## config.mk

```make
export PLATFORM = sky130hd
export DESIGN_NAME = alu_issue_stage_flat
export DESIGN_NICKNAME = d
export VERILOG_FILES = /design/src/rtl/alu_issue_stage_if.sv /design/src/rtl/alu_issue_stage.sv /design/src/flat_wrapper.sv
export SDC_FILE = /design/constraint.sdc
export NUM_CORES = 1
export LEC_CHECK = 0
export ABC_AREA = 1
export CAP_MARGIN = 15
export CORE_ASPECT_RATIO = 0.75
export CORE_MARGIN = 2
export CORE_UTILIZATION = 40
export CTS_CLUSTER_DIAMETER = 30
export DETAILED_ROUTE_END_ITERATION = 10
export GPL_TIMING_DRIVEN = 1
export MAX_ROUTING_LAYER = met4
export PLACE_DENSITY = 0.92
export SYNTH_ARGS = -nofsm -noshare
export SYNTH_HDL_FRONTEND = slang
export SYNTH_SLANG_ARGS = --single-unit
```

## constraint.sdc

```tcl
create_clock -name clk -period 5 [get_ports clk]
set_clock_uncertainty 0.2 [all_clocks]
set_input_delay 1 -clock clk [delete_from_list [all_inputs] [get_ports clk]]
set_output_delay 1 -clock clk [all_outputs]
set_load 0.05 [all_outputs]
```

## src/rtl/alu_issue_stage_if.sv

```systemverilog
// Bundle between the ID stage, the forwarding sources and the ALU inputs of alu_issue_stage.
// The master side drives the decoded ID fields and forwarding data; the slave side is the issue stage.
interface alu_issue_stage_if #(
  parameter int DW = 32,
  parameter int RW = 5
);
  logic          id_valid;
  logic [DW-1:0] id_rs_data;
  logic [DW-1:0] id_rt_data;
  logic [RW-1:0] id_rs_addr;
  logic [RW-1:0] id_rt_addr;
  logic [RW-1:0] id_rd_addr;
  logic [15:0]   id_imm16;
  logic [4:0]    id_shamt;
  logic [5:0]    id_alufun;
  logic          id_sign;
  logic          id_alusrc_a;
  logic          id_alusrc_b;
  logic          id_ext_op;
  logic          id_lui;
  logic          id_regwrite;
  logic          id_memread;
  logic          exmem_regwrite;
  logic [RW-1:0] exmem_rd;
  logic [DW-1:0] exmem_result;
  logic          memwb_regwrite;
  logic [RW-1:0] memwb_rd;
  logic [DW-1:0] memwb_result;
  logic [DW-1:0] ex_A;
  logic [DW-1:0] ex_B;
  logic [5:0]    ex_alufun;
  logic          ex_sign;
  logic [DW-1:0] ex_store_data;
  logic [RW-1:0] ex_rd;
  logic          ex_regwrite;
  logic          ex_memread;
  logic          ex_valid;
  logic          load_use_hazard;

  modport master (
    output id_valid, id_rs_data, id_rt_data, id_rs_addr, id_rt_addr, id_rd_addr,
           id_imm16, id_shamt, id_alufun, id_sign, id_alusrc_a, id_alusrc_b,
           id_ext_op, id_lui, id_regwrite, id_memread,
           exmem_regwrite, exmem_rd, exmem_result, memwb_regwrite, memwb_rd, memwb_result,
    input  ex_A, ex_B, ex_alufun, ex_sign, ex_store_data, ex_rd,
           ex_regwrite, ex_memread, ex_valid, load_use_hazard
  );

  modport slave (
    input  id_valid, id_rs_data, id_rt_data, id_rs_addr, id_rt_addr, id_rd_addr,
           id_imm16, id_shamt, id_alufun, id_sign, id_alusrc_a, id_alusrc_b,
           id_ext_op, id_lui, id_regwrite, id_memread,
           exmem_regwrite, exmem_rd, exmem_result, memwb_regwrite, memwb_rd, memwb_result,
    output ex_A, ex_B, ex_alufun, ex_sign, ex_store_data, ex_rd,
           ex_regwrite, ex_memread, ex_valid, load_use_hazard
  );
endinterface

```

## src/rtl/alu_issue_stage.sv

```systemverilog
// ID/EX register plus EX operand resolution (forwarding, immediates, shift amount) and load-use detect.
// Optional macro ALU_FWD_EN enables EX/MEM and MEM/WB forwarding and the stall-time data refresh.
module alu_issue_stage #(
  parameter int DW = 32,
  parameter int RW = 5
) (
  input logic              clk,
  input logic              reset,
  input logic              stall,
  input logic              flush,
  alu_issue_stage_if.slave bus
);

  typedef struct packed {
    logic          valid;
    logic          regwrite;
    logic          memread;
    logic          sign;
    logic          alusrc_a;
    logic          alusrc_b;
    logic          ext;
    logic          lui;
    logic [5:0]    alufun;
    logic [RW-1:0] rd;
    logic [4:0]    shamt;
    logic [15:0]   imm;
    logic [DW-1:0] rs_data;
    logic [DW-1:0] rt_data;
  } ex_t;

  ex_t           ex_r;
  logic [DW-1:0] fwd_rs_s;
  logic [DW-1:0] fwd_rt_s;
  logic [DW-1:0] a_s;
  logic [DW-1:0] b_s;
  logic          hazard_s;

`ifdef ALU_FWD_EN
  logic [RW-1:0] rs_addr_r;
  logic [RW-1:0] rt_addr_r;

  // EX/MEM beats MEM/WB on a double match; register 0 is never forwarded.
  function automatic logic [DW-1:0] fwd_pick(
    input logic [RW-1:0] src,
    input logic [DW-1:0] captured,
    input logic          em_we,
    input logic [RW-1:0] em_rd,
    input logic [DW-1:0] em_res,
    input logic          mw_we,
    input logic [RW-1:0] mw_rd,
    input logic [DW-1:0] mw_res
  );
    logic [DW-1:0] res;
    if (em_we && (em_rd != {RW{1'b0}}) && (em_rd == src)) begin
      res = em_res;
    end else if (mw_we && (mw_rd != {RW{1'b0}}) && (mw_rd == src)) begin
      res = mw_res;
    end else begin
      res = captured;
    end
    return res;
  endfunction

  // Source register addresses, kept only for forwarding comparison.
  always_ff @(posedge clk or posedge reset) begin
    if (reset) begin
      rs_addr_r <= {RW{1'b0}};
      rt_addr_r <= {RW{1'b0}};
    end else if (flush) begin
      rs_addr_r <= {RW{1'b0}};
      rt_addr_r <= {RW{1'b0}};
    end else if (!stall) begin
      rs_addr_r <= bus.id_rs_addr;
      rt_addr_r <= bus.id_rt_addr;
    end
  end

  // Forwarded source operands.
  always_comb begin
    fwd_rs_s = fwd_pick(rs_addr_r, ex_r.rs_data, bus.exmem_regwrite, bus.exmem_rd,
                        bus.exmem_result, bus.memwb_regwrite, bus.memwb_rd, bus.memwb_result);
    fwd_rt_s = fwd_pick(rt_addr_r, ex_r.rt_data, bus.exmem_regwrite, bus.exmem_rd,
                        bus.exmem_result, bus.memwb_regwrite, bus.memwb_rd, bus.memwb_result);
  end
`else
  // Without forwarding the captured register-file data is used as-is.
  always_comb begin
    fwd_rs_s = ex_r.rs_data;
    fwd_rt_s = ex_r.rt_data;
  end
`endif

  // ID/EX register: flush beats stall beats load.
  always_ff @(posedge clk or posedge reset) begin
    if (reset) begin
      ex_r <= '0;
    end else if (flush) begin
      ex_r <= '0;
    end else if (stall) begin
`ifdef ALU_FWD_EN
      // Refresh so a result retiring from MEM/WB during the stall is not lost.
      ex_r.rs_data <= fwd_rs_s;
      ex_r.rt_data <= fwd_rt_s;
`endif
    end else begin
      ex_r <= '{
        valid:    bus.id_valid,
        regwrite: bus.id_regwrite,
        memread:  bus.id_memread,
        sign:     bus.id_sign,
        alusrc_a: bus.id_alusrc_a,
        alusrc_b: bus.id_alusrc_b,
        ext:      bus.id_ext_op,
        lui:      bus.id_lui,
        alufun:   bus.id_alufun,
        rd:       bus.id_rd_addr,
        shamt:    bus.id_shamt,
        imm:      bus.id_imm16,
        rs_data:  bus.id_rs_data,
        rt_data:  bus.id_rt_data
      };
    end
  end

  // Operand selection and load-use detection.
  always_comb begin
    if (ex_r.alusrc_a) begin
      a_s = {{(DW-5){1'b0}}, ex_r.shamt};
    end else begin
      a_s = fwd_rs_s;
    end

    if (!ex_r.alusrc_b) begin
      b_s = fwd_rt_s;
    end else if (ex_r.lui) begin
      b_s = {ex_r.imm, {(DW-16){1'b0}}};
    end else if (ex_r.ext) begin
      b_s = {{(DW-16){ex_r.imm[15]}}, ex_r.imm};
    end else begin
      b_s = {{(DW-16){1'b0}}, ex_r.imm};
    end

    if (ex_r.memread && ex_r.valid && bus.id_valid && (ex_r.rd != {RW{1'b0}}) &&
        ((ex_r.rd == bus.id_rs_addr) || (ex_r.rd == bus.id_rt_addr))) begin
      hazard_s = 1'b1;
    end else begin
      hazard_s = 1'b0;
    end
  end

  assign bus.ex_A            = a_s;
  assign bus.ex_B            = b_s;
  assign bus.ex_store_data   = fwd_rt_s;
  assign bus.ex_alufun       = ex_r.alufun;
  assign bus.ex_sign         = ex_r.sign;
  assign bus.ex_rd           = ex_r.rd;
  assign bus.ex_regwrite     = ex_r.regwrite;
  assign bus.ex_memread      = ex_r.memread;
  assign bus.ex_valid        = ex_r.valid;
  assign bus.load_use_hazard = hazard_s;

endmodule
```

## src/flat_wrapper.sv

```systemverilog
// flat-port wrapper written by rule: the top's interface ports become plain ports
module alu_issue_stage_flat 
#(
  parameter int DW = 32,
  parameter int RW = 5
)
  (clk, reset, stall, flush, bus_id_valid, bus_id_rs_data, bus_id_rt_data, bus_id_rs_addr, bus_id_rt_addr, bus_id_rd_addr, bus_id_imm16, bus_id_shamt, bus_id_alufun, bus_id_sign, bus_id_alusrc_a, bus_id_alusrc_b, bus_id_ext_op, bus_id_lui, bus_id_regwrite, bus_id_memread, bus_exmem_regwrite, bus_exmem_rd, bus_exmem_result, bus_memwb_regwrite, bus_memwb_rd, bus_memwb_result, bus_ex_A, bus_ex_B, bus_ex_alufun, bus_ex_sign, bus_ex_store_data, bus_ex_rd, bus_ex_regwrite, bus_ex_memread, bus_ex_valid, bus_load_use_hazard);
  alu_issue_stage_if #(.DW(DW), .RW(RW)) bus_i ();
  input logic clk;
  input logic reset;
  input logic stall;
  input logic flush;
  input wire logic [$bits(bus_i.id_valid)-1:0] bus_id_valid;
  input wire logic [$bits(bus_i.id_rs_data)-1:0] bus_id_rs_data;
  input wire logic [$bits(bus_i.id_rt_data)-1:0] bus_id_rt_data;
  input wire logic [$bits(bus_i.id_rs_addr)-1:0] bus_id_rs_addr;
  input wire logic [$bits(bus_i.id_rt_addr)-1:0] bus_id_rt_addr;
  input wire logic [$bits(bus_i.id_rd_addr)-1:0] bus_id_rd_addr;
  input wire logic [$bits(bus_i.id_imm16)-1:0] bus_id_imm16;
  input wire logic [$bits(bus_i.id_shamt)-1:0] bus_id_shamt;
  input wire logic [$bits(bus_i.id_alufun)-1:0] bus_id_alufun;
  input wire logic [$bits(bus_i.id_sign)-1:0] bus_id_sign;
  input wire logic [$bits(bus_i.id_alusrc_a)-1:0] bus_id_alusrc_a;
  input wire logic [$bits(bus_i.id_alusrc_b)-1:0] bus_id_alusrc_b;
  input wire logic [$bits(bus_i.id_ext_op)-1:0] bus_id_ext_op;
  input wire logic [$bits(bus_i.id_lui)-1:0] bus_id_lui;
  input wire logic [$bits(bus_i.id_regwrite)-1:0] bus_id_regwrite;
  input wire logic [$bits(bus_i.id_memread)-1:0] bus_id_memread;
  input wire logic [$bits(bus_i.exmem_regwrite)-1:0] bus_exmem_regwrite;
  input wire logic [$bits(bus_i.exmem_rd)-1:0] bus_exmem_rd;
  input wire logic [$bits(bus_i.exmem_result)-1:0] bus_exmem_result;
  input wire logic [$bits(bus_i.memwb_regwrite)-1:0] bus_memwb_regwrite;
  input wire logic [$bits(bus_i.memwb_rd)-1:0] bus_memwb_rd;
  input wire logic [$bits(bus_i.memwb_result)-1:0] bus_memwb_result;
  output wire logic [$bits(bus_i.ex_A)-1:0] bus_ex_A;
  output wire logic [$bits(bus_i.ex_B)-1:0] bus_ex_B;
  output wire logic [$bits(bus_i.ex_alufun)-1:0] bus_ex_alufun;
  output wire logic [$bits(bus_i.ex_sign)-1:0] bus_ex_sign;
  output wire logic [$bits(bus_i.ex_store_data)-1:0] bus_ex_store_data;
  output wire logic [$bits(bus_i.ex_rd)-1:0] bus_ex_rd;
  output wire logic [$bits(bus_i.ex_regwrite)-1:0] bus_ex_regwrite;
  output wire logic [$bits(bus_i.ex_memread)-1:0] bus_ex_memread;
  output wire logic [$bits(bus_i.ex_valid)-1:0] bus_ex_valid;
  output wire logic [$bits(bus_i.load_use_hazard)-1:0] bus_load_use_hazard;
  assign bus_i.id_valid = bus_id_valid;
  assign bus_i.id_rs_data = bus_id_rs_data;
  assign bus_i.id_rt_data = bus_id_rt_data;
  assign bus_i.id_rs_addr = bus_id_rs_addr;
  assign bus_i.id_rt_addr = bus_id_rt_addr;
  assign bus_i.id_rd_addr = bus_id_rd_addr;
  assign bus_i.id_imm16 = bus_id_imm16;
  assign bus_i.id_shamt = bus_id_shamt;
  assign bus_i.id_alufun = bus_id_alufun;
  assign bus_i.id_sign = bus_id_sign;
  assign bus_i.id_alusrc_a = bus_id_alusrc_a;
  assign bus_i.id_alusrc_b = bus_id_alusrc_b;
  assign bus_i.id_ext_op = bus_id_ext_op;
  assign bus_i.id_lui = bus_id_lui;
  assign bus_i.id_regwrite = bus_id_regwrite;
  assign bus_i.id_memread = bus_id_memread;
  assign bus_i.exmem_regwrite = bus_exmem_regwrite;
  assign bus_i.exmem_rd = bus_exmem_rd;
  assign bus_i.exmem_result = bus_exmem_result;
  assign bus_i.memwb_regwrite = bus_memwb_regwrite;
  assign bus_i.memwb_rd = bus_memwb_rd;
  assign bus_i.memwb_result = bus_memwb_result;
  assign bus_ex_A = bus_i.ex_A;
  assign bus_ex_B = bus_i.ex_B;
  assign bus_ex_alufun = bus_i.ex_alufun;
  assign bus_ex_sign = bus_i.ex_sign;
  assign bus_ex_store_data = bus_i.ex_store_data;
  assign bus_ex_rd = bus_i.ex_rd;
  assign bus_ex_regwrite = bus_i.ex_regwrite;
  assign bus_ex_memread = bus_i.ex_memread;
  assign bus_ex_valid = bus_i.ex_valid;
  assign bus_load_use_hazard = bus_i.load_use_hazard;
  alu_issue_stage #(.DW(DW), .RW(RW)) u_core (.clk(clk), .reset(reset), .stall(stall), .flush(flush), .bus(bus_i));
endmodule
```

==> qor.txt <==
PnR worst setup slack -> 0.7871 ns
TritonCTS Sinks -> 104
Rel. slew slack -> 0.4440
Sequential cell area fraction in the yosys report -> 0.4580
Clock slew at reported path FFs -> 0.08 ns
Core Area -> 13800 µm²
N_diodes -> 0
CTS Hold Bufs -> 0
CTS tree -> done
Crit Path Class -> reg -> out
Clk buf depth -> 2
First-pass GRT wire length -> 24780 µm
Initial antenna violation count -> 0
Largest net degree at the start of global routing -> 104
PnR Total Power -> 2.447 mW
Primary FF master, synth -> dfrtp_1
Crit path capture type -> primary output
Critical Path RT -> 3.80 ns
Final Setup Violations -> 0
Final Hold Vio Count -> 0
Syn_area_per_cell -> 8.919 µm²
Total CTS buffers -> 9
Final setup TNS -> 0 ns
Vias -> 4913
IO Count -> 306
Cell Pwr Density -> 310.4 nW/µm²
FILL cells -> 1209
Final min period -> 4.213 ns
Vias per cell -> 5.049
Leak Pwr -> 3.396 nW
Fmax -> 237.4 MHz
DRT iter0 DRCs -> 300
Worst-path fanout max -> 20
Post-route ant nets -> 0
EDFF count, synth -> 0
Layout area overhead -> 38.74%
CP Launch Type -> flip-flop
DR pass1 iterations -> 5
Dpl ws -> 1.021 ns
Worst Tran Pin Value -> 0.8341 ns
Syn Inst Count -> 637
Fin crit share -> 0.8426
Worst-skew pair later-pin latency -> 0.34 ns
H-tree depth -> 3
WL final -> 15960 µm
Mapped Area -> 5682 µm²
Count leader, synth -> nand3_1
Post-CTS Setup Inserts -> 0
Nets -> 987
Port bufs -> 229
Max VDD drop -> 0.1837 mV
Post-CTS Resized -> 0
Slew Limit Fails -> 0
Commonest cells in the netlist -> nand3_1, dfrtp_1, inv_1
Synth async-reset ratio -> 1.000
Top-area cell type share of the netlist area -> 0.4580
GP Congestion -> 0.8240
Share of layout cells above drive strength 1 -> 0.1266
CTS Root Cell -> clkbuf_16
Post-synth top area cell -> dfrtp_1
Die Y -> 107.2 µm
Hold Slack -> 0.3204 ns
Vias in the first global route -> 4633
Warnings from Yosys -> 0
RSZ-0062 raised after global routing -> false
Die W -> 141.6 µm
Area post-placement -> 7546 µm²
Initial Util -> 0.4118
Syn_nets -> 831
Area of the die -> 15180 µm²
Num rows -> 37
Synth Register Bits -> 104
Final Cell Area -> 7883 µm²
Hold WC Path Type -> reg -> reg
Max-Cap Viols -> 0
CP Data Arrival Time -> 3.01 ns
WL/cell -> 16.41 µm
Tot GR Track Use -> 0.2151
Congestion Overflow GR -> 0
Status -> complete, no violations
Drt drc -> 0
Final HPWL DP -> 11420 µm
Largest cells by area after synthesis -> dfrtp_1, o21ai_2, nand3_1
Synth cell types -> 27
==> final timing paths <==
| check | start | to | slack (ns) | cells after the start |
|---|---|---|---|---|
| setup / recovery | u_core.ex_r[98] | bus_ex_B[17] | 0.79 | 4 |
| hold / removal | u_core.ex_r[83] | u_core.ex_r[83] | 0.32 | 2 |
| setup reg to reg | u_core.ex_r[98] | u_core.ex_r[98] | 3.24 | 2 |
| hold reg to reg | u_core.ex_r[83] | u_core.ex_r[83] | 0.32 | 2 |
| max in group asynchronous | reset | u_core.bus.ex_store_data[8] | 2.97 | 3 |
| min in group asynchronous | reset | u_core.bus.ex_rd[4] | 0.90 | 2 |
==> critical path: stages, from the launching register on <==
cell and delay [ns]:
dfrtp_1 0.89, inv_2 0.36, a31oi_4 0.53, a22oi_1 0.14, clkdlybuf4s50_1 0.75
==> logic make-up (layout without fill, tap and decap cells) <==
logic type	Yosys count	count (layout)	synth area share
flops	104	104	0.4580
compound gates	143	143	0.1872
simple gates	201	201	0.1605
xor+xnor	3	3	0.004625
buf+inv	186	347	0.1896
==> per-layer routing <==
layer  GRT usage  wire [µm]  vias to the layer above
met1      0.2952       7226                     2345
met4     0.04286        176                        0
met5           -          0                        -
li1            -          -                     2357
met3     0.05538       1161                       18
met2      0.3252       7399                      193
==> final cells by class <==
cell class                 count  area, µm²  share of cell area
timing repair buffer         235       2382              0.3022
clock inverter                 7      83.83             0.01063
multi-input combinational    347       2002              0.2540
sequential                   104       2603              0.3302
tap                          175      219.0             0.02778
inverter                      96      367.9             0.04667
clock buffer                   9      225.2             0.02857
==> where the power goes <==
group / internal, mW / total [mW] / leakage [nW] / switching, mW
Clock: 0.400 / 0.735 / 0.154 / 0.336
Sequential: 0.899 / 0.943 / 1.35 / 0.0438
Combinational: 0.280 / 0.768 / 1.89 / 0.488
==> registers in the layout, indices dropped and copies added, names as in the netlist <==
signal	cells
u_core.bus.ex_regwrite	1
u_core.bus.ex_memread	1
u_core.bus.ex_store_data	32
u_core.bus.ex_valid	1
u_core.bus.ex_sign	1
u_core.bus.ex_rd	5
u_core.bus.ex_alufun	6
u_core.fwd_rs_s	32
u_core.ex_r	25
==> through the flow <==
step | util | std cells
3_5_place_dp | 0.5470 | 956
6_report | 0.5714 | 973
4_1_cts | 0.5694 | 972
2_1_floorplan | - | 637
5_1_grt | 0.5714 | 973
3_3_place_gp | 0.5470 | 956
==> placed cells by master, fill, tap and decap left out, types with 13 or more instances in the layout <==
cell,netlist,final
clkdlybuf4s50_1,0,229
nor2_1,34,34
nand2_1,56,56
o22ai_1,17,17
o21ai_2,70,70
inv_1,93,92
a22oi_1,13,13
nand3_1,107,107
o21ai_0,29,29
dfrtp_1,104,104
Power figures use the tool's default switching activity.
